## src/rtl/x64_adc_demux_adc_streams.sv

```systemverilog
// ---------------------------------------------------------------------------
// x64_adc_demux_adc_streams
//
// Receive-side frame reassembler for the x64 ADC stream multiplexer. It
// takes the serialised 24-bit word stream, finds frame starts from the
// sync marker and collects four words into one 96-bit parallel frame.
// It also tracks alignment and reports frames that are aborted either
// by an early sync or by too long an idle gap inside a frame.
//
// Parameters:
//   GAP_MAX   - max consecutive idle cycles tolerated inside a frame
//               (0 disables the gap timeout)
//
// Ports:
//   clk       - clock
//   rst       - asynchronous active-high reset
//   din       - serial 24-bit data word
//   dinvld    - din valid this cycle
//   din_sync  - frame start marker, qualified by dinvld (lane 0)
//   dout      - assembled frame, lane k at [24k+23:24k]
//   doutvld   - one-cycle pulse, dout holds a new frame
//   frame_err - one-cycle pulse, a frame was aborted
//   locked    - high after a complete frame, cleared on abort
//   err_count - saturating abort counter
//
// Build option:
//   X64_ADC_DEMUX_ERRCNT_EN - when defined, err_count counts frame_err
//                             pulses (saturating at 16'hFFFF); otherwise
//                             err_count is tied to zero.
// ---------------------------------------------------------------------------
module x64_adc_demux_adc_streams #(
    parameter int unsigned GAP_MAX = 4
) (
    input  logic        clk,
    input  logic        rst,
    input  logic [23:0] din,
    input  logic        dinvld,
    input  logic        din_sync,
    output logic [95:0] dout,
    output logic        doutvld,
    output logic        frame_err,
    output logic        locked,
    output logic [15:0] err_count
);

    localparam int unsigned GW = (GAP_MAX == 0) ? 1 : $clog2(GAP_MAX + 1);
    localparam logic [GW-1:0] GAP_LIM = GW'(GAP_MAX);

    typedef enum logic {
        HUNT,
        COLLECT
    } state_t;

    state_t        state_q, state_d;
    logic [1:0]    idx_q, idx_d;
    logic [GW-1:0] gap_q, gap_d;
    logic [GW-1:0] gap_inc;
    logic [95:0]   asm_q, asm_d;
    logic [95:0]   dout_q, dout_d;
    logic          doutvld_q, doutvld_d;
    logic          frame_err_q, frame_err_d;
    logic          locked_q, locked_d;

    always_comb begin
        state_d     = state_q;
        idx_d       = idx_q;
        gap_d       = gap_q;
        asm_d       = asm_q;
        dout_d      = dout_q;
        doutvld_d   = 1'b0;
        frame_err_d = 1'b0;
        locked_d    = locked_q;
        gap_inc     = gap_q + 1'b1;

        case (state_q)
            HUNT: begin
                // Unsynchronised valid words are dropped silently here.
                if (dinvld && din_sync) begin
                    asm_d[23:0] = din;
                    idx_d       = 2'd1;
                    gap_d       = '0;
                    state_d     = COLLECT;
                end
            end

            COLLECT: begin
                if (dinvld) begin
                    gap_d = '0;
                    if (din_sync) begin
                        // Early sync: abort, but the word starts a new frame.
                        frame_err_d = 1'b1;
                        locked_d    = 1'b0;
                        asm_d[23:0] = din;
                        idx_d       = 2'd1;
                    end else if (idx_q == 2'd3) begin
                        // Lane 3 goes straight to dout, bypassing asm_q.
                        dout_d    = {din, asm_q[71:0]};
                        doutvld_d = 1'b1;
                        locked_d  = 1'b1;
                        idx_d     = 2'd0;
                        state_d   = HUNT;
                    end else begin
                        asm_d[32'(idx_q) * 24 +: 24] = din;
                        idx_d = idx_q + 2'd1;
                    end
                end else begin
                    gap_d = gap_inc;
                    if ((GAP_MAX != 0) && (gap_inc == GAP_LIM)) begin
                        frame_err_d = 1'b1;
                        locked_d    = 1'b0;
                        idx_d       = 2'd0;
                        gap_d       = '0;
                        state_d     = HUNT;
                    end
                end
            end

            default: begin
                state_d = HUNT;
                idx_d   = 2'd0;
                gap_d   = '0;
            end
        endcase
    end

    always_ff @(posedge clk or posedge rst) begin
        if (rst) begin
            state_q     <= HUNT;
            idx_q       <= 2'd0;
            gap_q       <= '0;
            asm_q       <= '0;
            dout_q      <= '0;
            doutvld_q   <= 1'b0;
            frame_err_q <= 1'b0;
            locked_q    <= 1'b0;
        end else begin
            state_q     <= state_d;
            idx_q       <= idx_d;
            gap_q       <= gap_d;
            asm_q       <= asm_d;
            dout_q      <= dout_d;
            doutvld_q   <= doutvld_d;
            frame_err_q <= frame_err_d;
            locked_q    <= locked_d;
        end
    end

    assign dout      = dout_q;
    assign doutvld   = doutvld_q;
    assign frame_err = frame_err_q;
    assign locked    = locked_q;

`ifdef X64_ADC_DEMUX_ERRCNT_EN
    logic [15:0] err_count_q, err_count_d;

    // Counts on the same edge that registers frame_err, so both appear together.
    always_comb begin
        err_count_d = err_count_q;
        if (frame_err_d && (err_count_q != 16'hFFFF)) begin
            err_count_d = err_count_q + 16'd1;
        end
    end

    always_ff @(posedge clk or posedge rst) begin
        if (rst) begin
            err_count_q <= '0;
        end else begin
            err_count_q <= err_count_d;
        end
    end

    assign err_count = err_count_q;
`else
    assign err_count = '0;
`endif

endmodule

```

## config.mk

```make
export PLATFORM = sky130hd
export DESIGN_NAME = x64_adc_demux_adc_streams
export DESIGN_NICKNAME = d
export VERILOG_FILES = /design/src/rtl/x64_adc_demux_adc_streams.sv
export SDC_FILE = /design/constraint.sdc
export NUM_CORES = 1
export LEC_CHECK = 0
export ABC_AREA = 1
export CAP_MARGIN = 25
export CORE_MARGIN = 10
export CORE_UTILIZATION = 53
export DETAILED_ROUTE_END_ITERATION = 10
export PLACE_DENSITY = 0.81
export SLEW_MARGIN = 10
export SYNTH_ARGS = -nofsm -noshare
export SYNTH_HDL_FRONTEND = slang
export SYNTH_SLANG_ARGS = --single-unit
```

## constraint.sdc

```tcl
create_clock -name clk -period 6.91 [get_ports clk]
set_input_delay 1.382 -clock clk [delete_from_list [all_inputs] [get_ports clk]]
set_output_delay 1.382 -clock clk [all_outputs]
set_load 0.02 [all_outputs]
```

======== After elaboration in Yosys (flattened, before gate mapping) ========
Cells that the tools add are included.
cells by class
  add/sub/neg operators ................... 3
  multiply operators ...................... 1
  equal/unequal tests ..................... 7
  shift-type cells ........................ 2
  mux-type cells .......................... 34
  bitwise operators ....................... 3
  reductions and logical operators ........ 7
operators by type and width
  operator                  count
  $bwmux 96                 1
  $mux 24                   4
  $shift 24x34->96 const A  1
  $shiftx 24x34->96         1
  $pmux 24 s2               1
  $neg 7->34                1
  $mux 1                    17
  $mux 2                    5
  $mux 3                    3
  $reduce_and 4->1          2
  $pmux 3 s2                1
  $reduce_and 3->1          2
  $mul 2x2->4 const B       1
  $ne 2x2->1 const B        2
  $pmux 2 s2                1
  $add 3x1->3 const B       1
  $eq 3x3->1 const B        1
  $ne 3x1->1 const B        1
  $ne 3x2->1 const B        1
  $ne 3x3->1 const B        1
  $not 1->1                 3
  $add 2x1->2 const B       1
  $eq 2x2->1 const B        1
  $pmux 1 s2                1
  3 further kinds           3
word-level totals
  register bits ........................... 201
  input bits .............................. 28
  output and inout bits ................... 115
  word-level logic and storage cells ...... 66

======== Logic depth before layout (Yosys ltp) ========
Gate-level depths: netlist of run 1.
  depth in word-level cells ............... 8
  gate-level depth with buffers ........... 15
  depth with buffers taken out ............ 9

======== Worst setup path after synthesis of run 1 ========
No wires, ideal clock.
  path type ............................... input to register
  from .................................... in dinvld
  to ...................................... reg asm_q[24]
  setup time .............................. 0.066 ns
  arrival time ............................ 2.353 ns
  required time ........................... 6.844 ns
  setup slack ............................. 4.491 ns
  stages on the path ...................... 8
  buffers on the path ..................... 2
  path through ............................ buf_4 -> inv_2 -> nor2_2 -> nand3_4 -> nor3_4 -> buf_6 -> nand2_1 -> nand2_1
between the ends
  longest elaborated chain between the ends .. 1
ends and longest elaborated chain
  what                               RTL line  source
  start, declared                    37        input logic dinvld,
  $reduce_and 4->1 (no source line)  -
  end signal, assigned               140       asm_q <= asm_d;
  end, declared                      58        logic [95:0] asm_q, asm_d;
No other way between the ends.
A chain may end at the register's enable or synchronous reset.

======== Worst setup path in the final report of run 1 ========
  from .................................... in din_sync
  to ...................................... reg dout_q[55] (netlist: dout[55])
between the ends
  longest elaborated chain between the ends .. 2
ends and longest elaborated chain
  what                               RTL line  source
  start, declared                    38        input logic din_sync,
  $not 1->1 (no source line)         -
  $reduce_and 4->1 (no source line)  -
  end signal, assigned               141       dout_q <= dout_d;
  end, declared                      59        logic [95:0] dout_q, dout_d;
No other way between the ends.

==> results of run 1 <==
through the flow:
stage	total power, mW	util	hold WS [ps]	std cells
floorplan	2.86	-	442	1119
global placement	3.50	0.625	450	1385
detailed placement	3.54	0.625	459	1385
CTS	4.62	0.668	473	1417
global route	4.94	0.670	496	1419
finish	4.63	0.670	471	1419
area by class of cell:
type | instances | share of cell area
flip-flops and latches | 177 | 0.430
multi-input cells | 832 | 0.339
repair buffers | 133 | 0.129
clock buffers | 17 | 0.0413
well taps | 211 | 0.0256
clock inverters | 15 | 0.0222
inverters | 34 | 0.0129
sequential cells by signal, summed over array words and instances, names as in the netlist:
register   cells
locked         1
state_q        1
doutvld        1
frame_err      1
dout          96
asm_q         72
idx_q          2
gap_q          3
worst max-delay path, delay by kind of cell:
family	cells	cell delay [ps]
buf+inv	3	1350
simple gates	4	1160
placed cells by master (no fill, tap or decap):
cell type / Yosys / final
nand2_1: 569 / 569
dfrtp_1: 177 / 177
clkdlybuf4s50_1: 0 / 126
nor2_1: 86 / 86
nand3_1: 58 / 58
a21oi_1: 37 / 37
o21ai_0: 31 / 31
inv_1: 28 / 27
clkbuf_16: 0 / 17
conb_1: 1 / 16
o21ai_1: 9 / 9
ha_1: 8 / 8
inv_2: 6 / 6
bufinv_16: 0 / 5
buf_4: 19 / 5
nand3_4: 2 / 3
nand2_2: 3 / 3
inv_6: 0 / 3
nand4_1: 3 / 3
clkinv_2: 0 / 3
nor2_2: 2 / 2
nor3_4: 2 / 2
nand4_2: 2 / 2
clkinvlp_4: 0 / 2
inv_8: 0 / 2
buf_8: 0 / 2
nor2_8: 1 / 1
o211ai_1: 1 / 1
nand3b_1: 1 / 1
clkinv_4: 0 / 1
how the worst max path moves through the flow:
stage                   from        to
floorplan                rst  asm_q[0]
global placement    din_sync  dout[65]
detailed placement  din_sync   dout[9]
CTS                 din_sync   dout[9]
global route        din_sync  dout[33]
finish              din_sync  dout[55]
report_power, final:
group	leakage [nW]	total, mW	switching [mW]	internal [mW]
Sequential	2.35	1.53	0.188	1.35
Clock	0.317	1.07	0.424	0.647
Combinational	2.70	2.03	1.32	0.704
routing by layer:
layer	vias to the layer above	global-route usage
met5	-	0
met4	0	0.0834
met3	51	0.0587
met2	259	0.351
met1	3475	0.264
li1	3571	-
cells by family after synthesis:
group	after synthesis
and+or+nand+nor	730
DFF	177
buffers and inverters	110
AOI/OAI and AO/OA	78
adders and majority gates	8
other	1
==> metrics.yaml, run 1 <==
placed_design:
  gp_congestion: 0.920
  hpwl_um: 15900
  place_ws_ps: 2880
  dpl_cell_area_um2: 9610
  io_buffers: 126
yosys:
  synth_fa_ha_area_frac: 0.0119
  synth-xor-area-share: 0
  syn_area_um2: 8410
  synthCells: 1104
  synthMuxAreaShare: 0
  async_reset_ff_frac: 1.00
  yosysWarnings: 0
  ys_ff_latch: 177
  yosys.area_share.simple: 0.348
  synth_top_area_cell: "dfrtp_1"
  synth-seq-area-share: 0.527
  syn_avg_cell_area_um2: 7.62
  ys_top_cells_by_area: "dfrtp_1 (53%), nand2_1 (25%), nor2_1 (3.8%), nand3_1 (3.5%), a21oi_1 (2.2%)"
  synth_edf_count: 0
  post-synth-top-count-cell: "nand2_1"
  synth_top_family_by_area: "simple AND/OR/NAND/NOR gates"
  ys_top_cells_by_count: "nand2_1 (569), dfrtp_1 (177), nor2_1 (86)"
  yosysUniqueCellTypes: 26
  yosysTopAreaCellShare: 0.527
  synth-main-ff-cell: "dfrtp_1"
  synth-compound-area-share: 0.0467
worst_setup_path:
  cp_common_cell: "nand2_1"
  crit_chain: "clkdlybuf4s50_1 -> nor2_8 -> nand3_4 -> inv_2 -> buf_4 -> nand2_1 -> nand2_1"
  r2r-end: "asm_q[57]"
  cp_data_required_time_ps: 7290
  reg2reg_depth: 9
  crit_path_start_kind: "input port"
  path_class: "in2reg"
  reg2reg_from: "idx_q[0]"
  crit_slowest_cell: "buf_4"
  worstPathArrival_ps: 3980
  cpPeakStageDelay_ps: 650
  worst_setup_path_end_kind: "flip-flop"
  crit_fanout: 81
  rrSetupSlack_ps: 3410
routing:
  vias_per_cell: 5.18
  first_pass_iters: 5
  wl_met3_um: 1720
  initialDrtViolationCount: 731
  dr_total_vias: 7356
  m1WireLength_um: 9470
  wl_per_cell_um: 16.2
  met2WireLength_um: 11100
  routed_wl_um: 23000
  final_antenna_net_count: 0
  drc: 0
  highest_layer: "met4"
timing:
  grt_setup_unrepaired: "false"
  finalCriticalPeriod_ps: 3600
  min_period_over_period: 0.520
  finalSetupTns_ps: 0
  drv_slew: 0
  finalSetupViolCount: 0
  max_freq_mhz: 278
  fin_skew_ps: 6.75
  worst_slack_ps: 3310
  finalHoldViolations: 0
  worst_slew_pin_slew_ps: 963
  slew_headroom: 0.357
floorplan:
  core.rowCount: 45
  die_h_um: 146
  die_w_um: 146
  top_level_ports: 143
  die_area_um2: 21300
  start_util: 0.547
  core-area_um2: 15400
final_layout:
  fin_area_um2: 10300
  fin_nets: 1231
  insertedDiodeCount: 0
  fillers: 1330
  multi_input_area_um2: 3490
  layout-drive-gt1-share: 0.0488
  syn_to_final_growth_pct: 22.5
  regArea_um2: 4430
global_routing:
  grt_pass1_wl_um: 37000
  grt_pass1_vias: 7068
  antenna_found_initial: 0
  grt_max_degree: 84
  grt_remaining_overflow: 0
  grt_usage: 0.215
pwr:
  ir_worst_vdd_mv: 0.300
  pwr_density_cell_nw_per_um2: 450
  p_leak_nw: 5.37
clock_tree:
  ctsHoldBuffers: 0
  cts.clk_slew.worst_paths_ps: 70
  cts.sinks: 177
  post_cts_buffers: 0
  htreeDepth: 4
  clock-root-buffer: "clkbuf_16"
  clock_latency_ps: 440
  clockBufferDepth: 2
  cts_buffers: 17
  ctsResizeCount: 0
  cts_tree: "built"
hold_path:
  hold_depth: 2
  worstHoldStart: "asm_q[40]"
  hold_path_end: "dout[40]"
  hp-class: "reg2reg"
job:
  drv_cap: 0
run_status:
  outcome: "complete, no violations"
Note: power is estimated with default switching activity, not from simulation.
==> inputs of run 2 (changes only) <==
- clock period: 6.91 -> 3.35 ns (I/O delays scaled with it)
==> metrics.yaml, run 2 (same netlist as run 1, synthesis figures left out) <==
placed_design:
  place_ws_ps: 597  # was 2880 ps
  gp_congestion: 0.931  # was 0.920
  hpwl_um: 16100  # was 15900 µm
  io_buffers: 126  # unchanged
worst_setup_path:
  worst_setup_path_end_kind: "flip-flop"  # unchanged
  cp_data_required_time_ps: 3730  # was 7290 ps
  crit_path_start_kind: "flip-flop"  # was input port
  rrSetupSlack_ps: 710  # was 3410 ps
  path_class: "reg2reg"  # was in2reg
  crit_fanout: 41  # was 81
  worstPathArrival_ps: 3020  # was 3980 ps
floorplan:
  top_level_ports: 143  # unchanged
  die_h_um: 146  # unchanged
  die_area_um2: 21300  # unchanged
  die_w_um: 146  # unchanged
  core-area_um2: 15400  # unchanged
  core.rowCount: 45  # unchanged
  start_util: 0.547  # unchanged
routing:
  wl_per_cell_um: 16.1  # was 16.2 µm
  vias_per_cell: 5.21  # was 5.18
  routed_wl_um: 23000  # about the same
  final_antenna_net_count: 0  # unchanged
  initialDrtViolationCount: 715  # was 731
  drc: 0  # unchanged
  dr_total_vias: 7433  # was 7356
  first_pass_iters: 6  # was 5
clock_tree:
  ctsHoldBuffers: 0  # unchanged
  htreeDepth: 4  # unchanged
  clock_latency_ps: 440  # about the same
  clock-root-buffer: "clkbuf_16"  # unchanged
  post_cts_buffers: 0  # unchanged
  cts.clk_slew.worst_paths_ps: 70  # about the same
  ctsResizeCount: 0  # unchanged
  cts_buffers: 17  # unchanged
  clockBufferDepth: 2  # unchanged
  cts.sinks: 177  # unchanged
  cts_tree: "built"  # unchanged
timing:
  worst_slew_pin_slew_ps: 1070  # was 963 ps
  grt_setup_unrepaired: "false"  # unchanged
  hold_ws_ps: 472  # was 471 ps
  worst_slack_ps: 707  # was 3310 ps
  finalCriticalPeriod_ps: 2640
  fin_skew_ps: 6.13  # was 6.75 ps
  finalSetupViolCount: 0  # unchanged
  finalSetupTns_ps: 0  # unchanged
  finalHoldViolations: 0  # unchanged
  min_period_over_period: 0.789
  max_freq_mhz: 378
  slew_headroom: 0.288  # was 0.357
  drv_slew: 0  # unchanged
pwr:
  p_leak_nw: 5.40  # was 5.37 nW
  pwr_density_cell_nw_per_um2: 917  # was 450 nW/µm²
  ir_worst_vdd_mv: 0.498  # was 0.300 mV
final_layout:
  multi_input_area_um2: 3490  # unchanged
  fillers: 1285  # was 1330
  syn_to_final_growth_pct: 23.2  # was 22.5%
  regArea_um2: 4430  # unchanged
  largest_register_ffs: 96  # unchanged
  layout_commonest_cell: "nand2_1"  # unchanged
  layout-drive-gt1-share: 0.0551  # was 0.0488
  insertedDiodeCount: 0  # unchanged
  fin_nets: 1239  # was 1231
  mostFrequentLayoutCells: "nand2_1 (569), dfrtp_1 (177), clkdlybuf4s50_1 (126), nor2_1 (86), nand3_1 (58)"  # unchanged
run_status:
  outcome: "complete, no violations"  # unchanged
job:
  drv_cap: 0  # unchanged
global_routing:
  grt_pass1_wl_um: 37600  # was 37000 µm
  grt_max_degree: 115  # was 84
  grt_pass1_vias: 7196  # was 7068
  grt_usage: 0.215  # about the same
  antenna_found_initial: 0  # unchanged
  grt_remaining_overflow: 0  # unchanged
hold_path:
  hp-class: "reg2reg"  # unchanged
==> run 2: cell count changes in the layout (fill, tap and decap cells not counted), moves of 2 or more <==
cell	change
buf_12	+4
buf_4	+6
buf_8	-2
bufinv_16	-2
clkinv_2	-2
clkinvlp_4	+2
inv_8	+2
==> run 2: stage by stage <==
stage          area, µm²  power (mW)  utilization  instances
2_1_floorplan       8470        5.90            -       1119
3_3_place_gp        9740        7.29        0.634       1395
3_5_place_dp        9740        7.36        0.634       1395
4_1_cts            10400        9.51        0.674       1427
5_1_grt            10400        10.1        0.674       1427
6_report           10400        9.50        0.674       1427
==> run 2: where the power goes <==
group | total (mW) | internal (mW) | switching [mW]
sequential | 3.16 | 2.78 | 0.381
combinational | 4.23 | 1.47 | 2.76
clock | 2.11 | 1.20 | 0.906
total | 9.50 | 5.45 | 4.05
==> run 2: area by class of cell <==
type	count	share of cell area
Clock buffer	17	0.0411
Tap cell	211	0.0255
Clock inverter	15	0.0191
Multi-Input combinational cell	832	0.337
Timing Repair Buffer	141	0.137
Inverter	34	0.0127
Sequential cell	177	0.427
==> run 2: worst paths after layout <==
kind                                start        end  cells past startpoint
worst min-delay path            asm_q[58]   dout[58]                      2
min in group asynchronous             rst   dout[29]                      2
max in group asynchronous             rst    dout[1]                      3
worst max register to register   idx_q[0]  asm_q[66]                      9
worst min register to register  asm_q[58]   dout[58]                      2
worst max-delay path             idx_q[0]  asm_q[66]                      9
==> run 2: critical path, cell delays in order (launching register included) <==
cell     delay (ps)
dfrtp_1         370
inv_2           120
buf_4           270
ha_1            370
inv_2           490
nand2_1         270
nor3_4          220
buf_4           300
nand2_1         100
nand2_1          70
==> run 2: routing by layer <==
| layer | routed length [µm] | GRT usage | up-vias |
|---|---|---|---|
| li1 | - | - | 3600 |
| met1 | 9540 | 0.269 | 3494 |
| met2 | 11300 | 0.354 | 298 |
| met3 | 1610 | 0.0506 | 41 |
| met4 | 568 | 0.0809 | 0 |
| met5 | 0 | 0 | - |
==> inputs of run 3 (changes only) <==
- CORE_UTILIZATION: 53 -> 48
- PLACE_DENSITY: 0.81 -> 0.77
- clock period: 3.35 -> 2.4 ns (I/O delays scaled with it)
==> metrics.yaml, run 3 (same netlist as run 1, synthesis figures left out) <==
run_status:
  outcome: "complete, no violations"  # unchanged
clock_tree:
  cts.clk_slew.worst_paths_ps: 70  # about the same
  clock-root-buffer: "clkbuf_16"  # unchanged
  post_cts_buffers: 0  # unchanged
  htreeDepth: 4  # unchanged
  cts_buffers: 17  # unchanged
  cts.sinks: 177  # unchanged
  cts_tree: "built"  # unchanged
  ctsHoldBuffers: 0  # unchanged
  clock_latency_ps: 440  # about the same
  clockBufferDepth: 2  # unchanged
  ctsResizeCount: 0  # unchanged
final_layout:
  fillers: 1555  # was 1285
  mostFrequentLayoutCells: "nand2_1 (569), dfrtp_1 (177), clkdlybuf4s50_1 (126), nor2_1 (86), nand3_1 (58)"  # unchanged
  syn_to_final_growth_pct: 24.9  # was 23.2%
  post-route-util: 0.609  # was 0.674
  layout-drive-gt1-share: 0.0650  # was 0.0551
  regArea_um2: 4430  # unchanged
  stdcell_count: 1456  # was 1427
  multi_input_area_um2: 3490  # unchanged
  insertedDiodeCount: 0  # unchanged
  largest_register_ffs: 96  # unchanged
  fin_nets: 1254  # was 1239
  layout_commonest_cell: "nand2_1"  # unchanged
floorplan:
  die_h_um: 152  # was 146 µm
  core.rowCount: 48  # was 45
  core-area_um2: 17200  # was 15400 µm²
  die_w_um: 152  # was 146 µm
  top_level_ports: 143  # unchanged
  start_util: 0.488  # was 0.547
  die_area_um2: 23200  # was 21300 µm²
timing:
  max_freq_mhz: 457  # was 378 MHz
  slew_headroom: 0.665  # was 0.288
  worst_slew_pin_slew_ps: 500  # was 1070 ps
  fin_skew_ps: 9.32  # was 6.13 ps
  finalSetupViolCount: 0  # unchanged
  hold_ws_ps: 306  # was 472 ps
  drv_slew: 0  # unchanged
  finalHoldViolations: 0  # unchanged
  finalCriticalPeriod_ps: 2190  # was 2640 ps
  min_period_over_period: 0.912  # was 0.789
  grt_setup_unrepaired: "false"  # unchanged
routing:
  first_pass_iters: 5  # was 6
  vias_per_cell: 5.03  # was 5.21
  final_antenna_net_count: 0  # unchanged
  drc: 0  # unchanged
  wl_per_cell_um: 16.0  # was 16.1 µm
  dr_total_vias: 7325  # was 7433
  initialDrtViolationCount: 692  # was 715
  routed_wl_um: 23300  # was 23000 µm
worst_setup_path:
  crit_slowest_cell: "dfrtp_1"  # was inv_2
  cpPeakStageDelay_ps: 360  # was 490 ps
  path_depth: 9  # unchanged
  worstPathArrival_ps: 2570  # was 3020 ps
  reg2reg_from: "idx_q[0]"  # unchanged
  crit_path_start_kind: "flip-flop"  # unchanged
  cp_common_cell: "nand2_1"  # unchanged
  cp_data_required_time_ps: 2780  # was 3730 ps
  crit_fanout: 33  # was 41
  r2r-end: "asm_q[29]"  # was asm_q[66]
  reg2reg_depth: 9  # unchanged
  worst_setup_path_end_kind: "flip-flop"  # unchanged
  cp_top_family: "buffers and inverters"  # unchanged
  cp_num_buf_inv: 4  # unchanged
  path_class: "reg2reg"  # unchanged
  crit_chain: "inv_2 -> buf_4 -> ha_1 -> inv_2 -> nand2_1 -> nor3_4 -> buf_4 -> nand2_1 -> nand2_1"  # unchanged
  rrSetupSlack_ps: 210  # was 710 ps
placed_design:
  post-place-cells: 1424  # was 1395
  io_buffers: 126  # unchanged
  hpwl_um: 16600  # was 16100 µm
  gp_congestion: 0.967  # was 0.931
job:
  drv_cap: 0  # unchanged
hold_path:
  hp-class: "in2async"  # was reg2reg
global_routing:
  grt_pass1_wl_um: 38200  # was 37600 µm
  grt_pass1_vias: 7097  # was 7196
  grt_usage: 0.199  # was 0.215
  grt_remaining_overflow: 0  # unchanged
  grt_max_degree: 112  # was 115
  antenna_found_initial: 0  # unchanged
pwr:
  pwr_density_cell_nw_per_um2: 1260  # was 917 nW/µm²
  ir_worst_vdd_mv: 0.815  # was 0.498 mV
  p_leak_nw: 5.48  # was 5.40 nW
## run 3: cell types whose count changed in the layout (fill, tap and decap cells not counted)
cell / delta
buf_12: +2
buf_4: +13
bufinv_16: -1
clkbuf_1: +2
clkbuf_8: +4
clkinv_2: -1
clkinv_4: +2
clkinvlp_4: -2
inv_8: -4
## run 3: cell type report
cell class	instances	share of cell area
Clock buffer	23	0.0465
Timing Repair Buffer	156	0.149
Clock inverter	9	0.0114
Multi-Input combinational cell	832	0.332
Tap cell	225	0.0268
Sequential cell	177	0.422
Inverter	34	0.0125
## run 3: report_power, final
group          internal, mW  total [mW]  leakage [nW]  switching [mW]
Combinational          2.18        6.01          2.83            3.83
Sequential             3.88        4.41          2.35           0.532
Clock                  1.66        2.85         0.295            1.19
Total                  7.72        13.3          5.48            5.55
## run 3: metal layers
layer  share of wire  vias to the layer above  GRT usage
met4           0.020                        0     0.0711
met1            0.44                     3467      0.261
met2            0.48                      202      0.317
met3           0.057                       34     0.0457
met5               0                        -          0
li1                -                     3622          -
## run 3: worst max path at each step
stage,startpoint,to,slack [ps]
finish,idx_q[0],asm_q[29],210
global route,idx_q[0],asm_q[29],70
CTS,idx_q[0],asm_q[29],250
detailed placement,dinvld,asm_q[29],240
global placement,din_sync,dout[86],300
floorplan,rst,asm_q[0],-350
## run 3: per-stage QoR
stage	setup WS, ps	TNS [ps]	power [mW]	area (µm²)
5_1_grt	70.2	0	14.2	10500
4_1_cts	251	0	13.3	10500
3_3_place_gp	298	0	10.3	9890
3_5_place_dp	238	0	10.4	9890
2_1_floorplan	-347	-61350	8.23	8470
6_report	210	0	13.3	10500
## run 3: worst reg2reg max path: cells and delay by family (launching register included)
kind,cells,cell delay (ps)
adder cells (fa/ha/maj),1,250
flip-flops,1,360
AND/OR/NAND/NOR,4,630
buffers and inverters,4,890
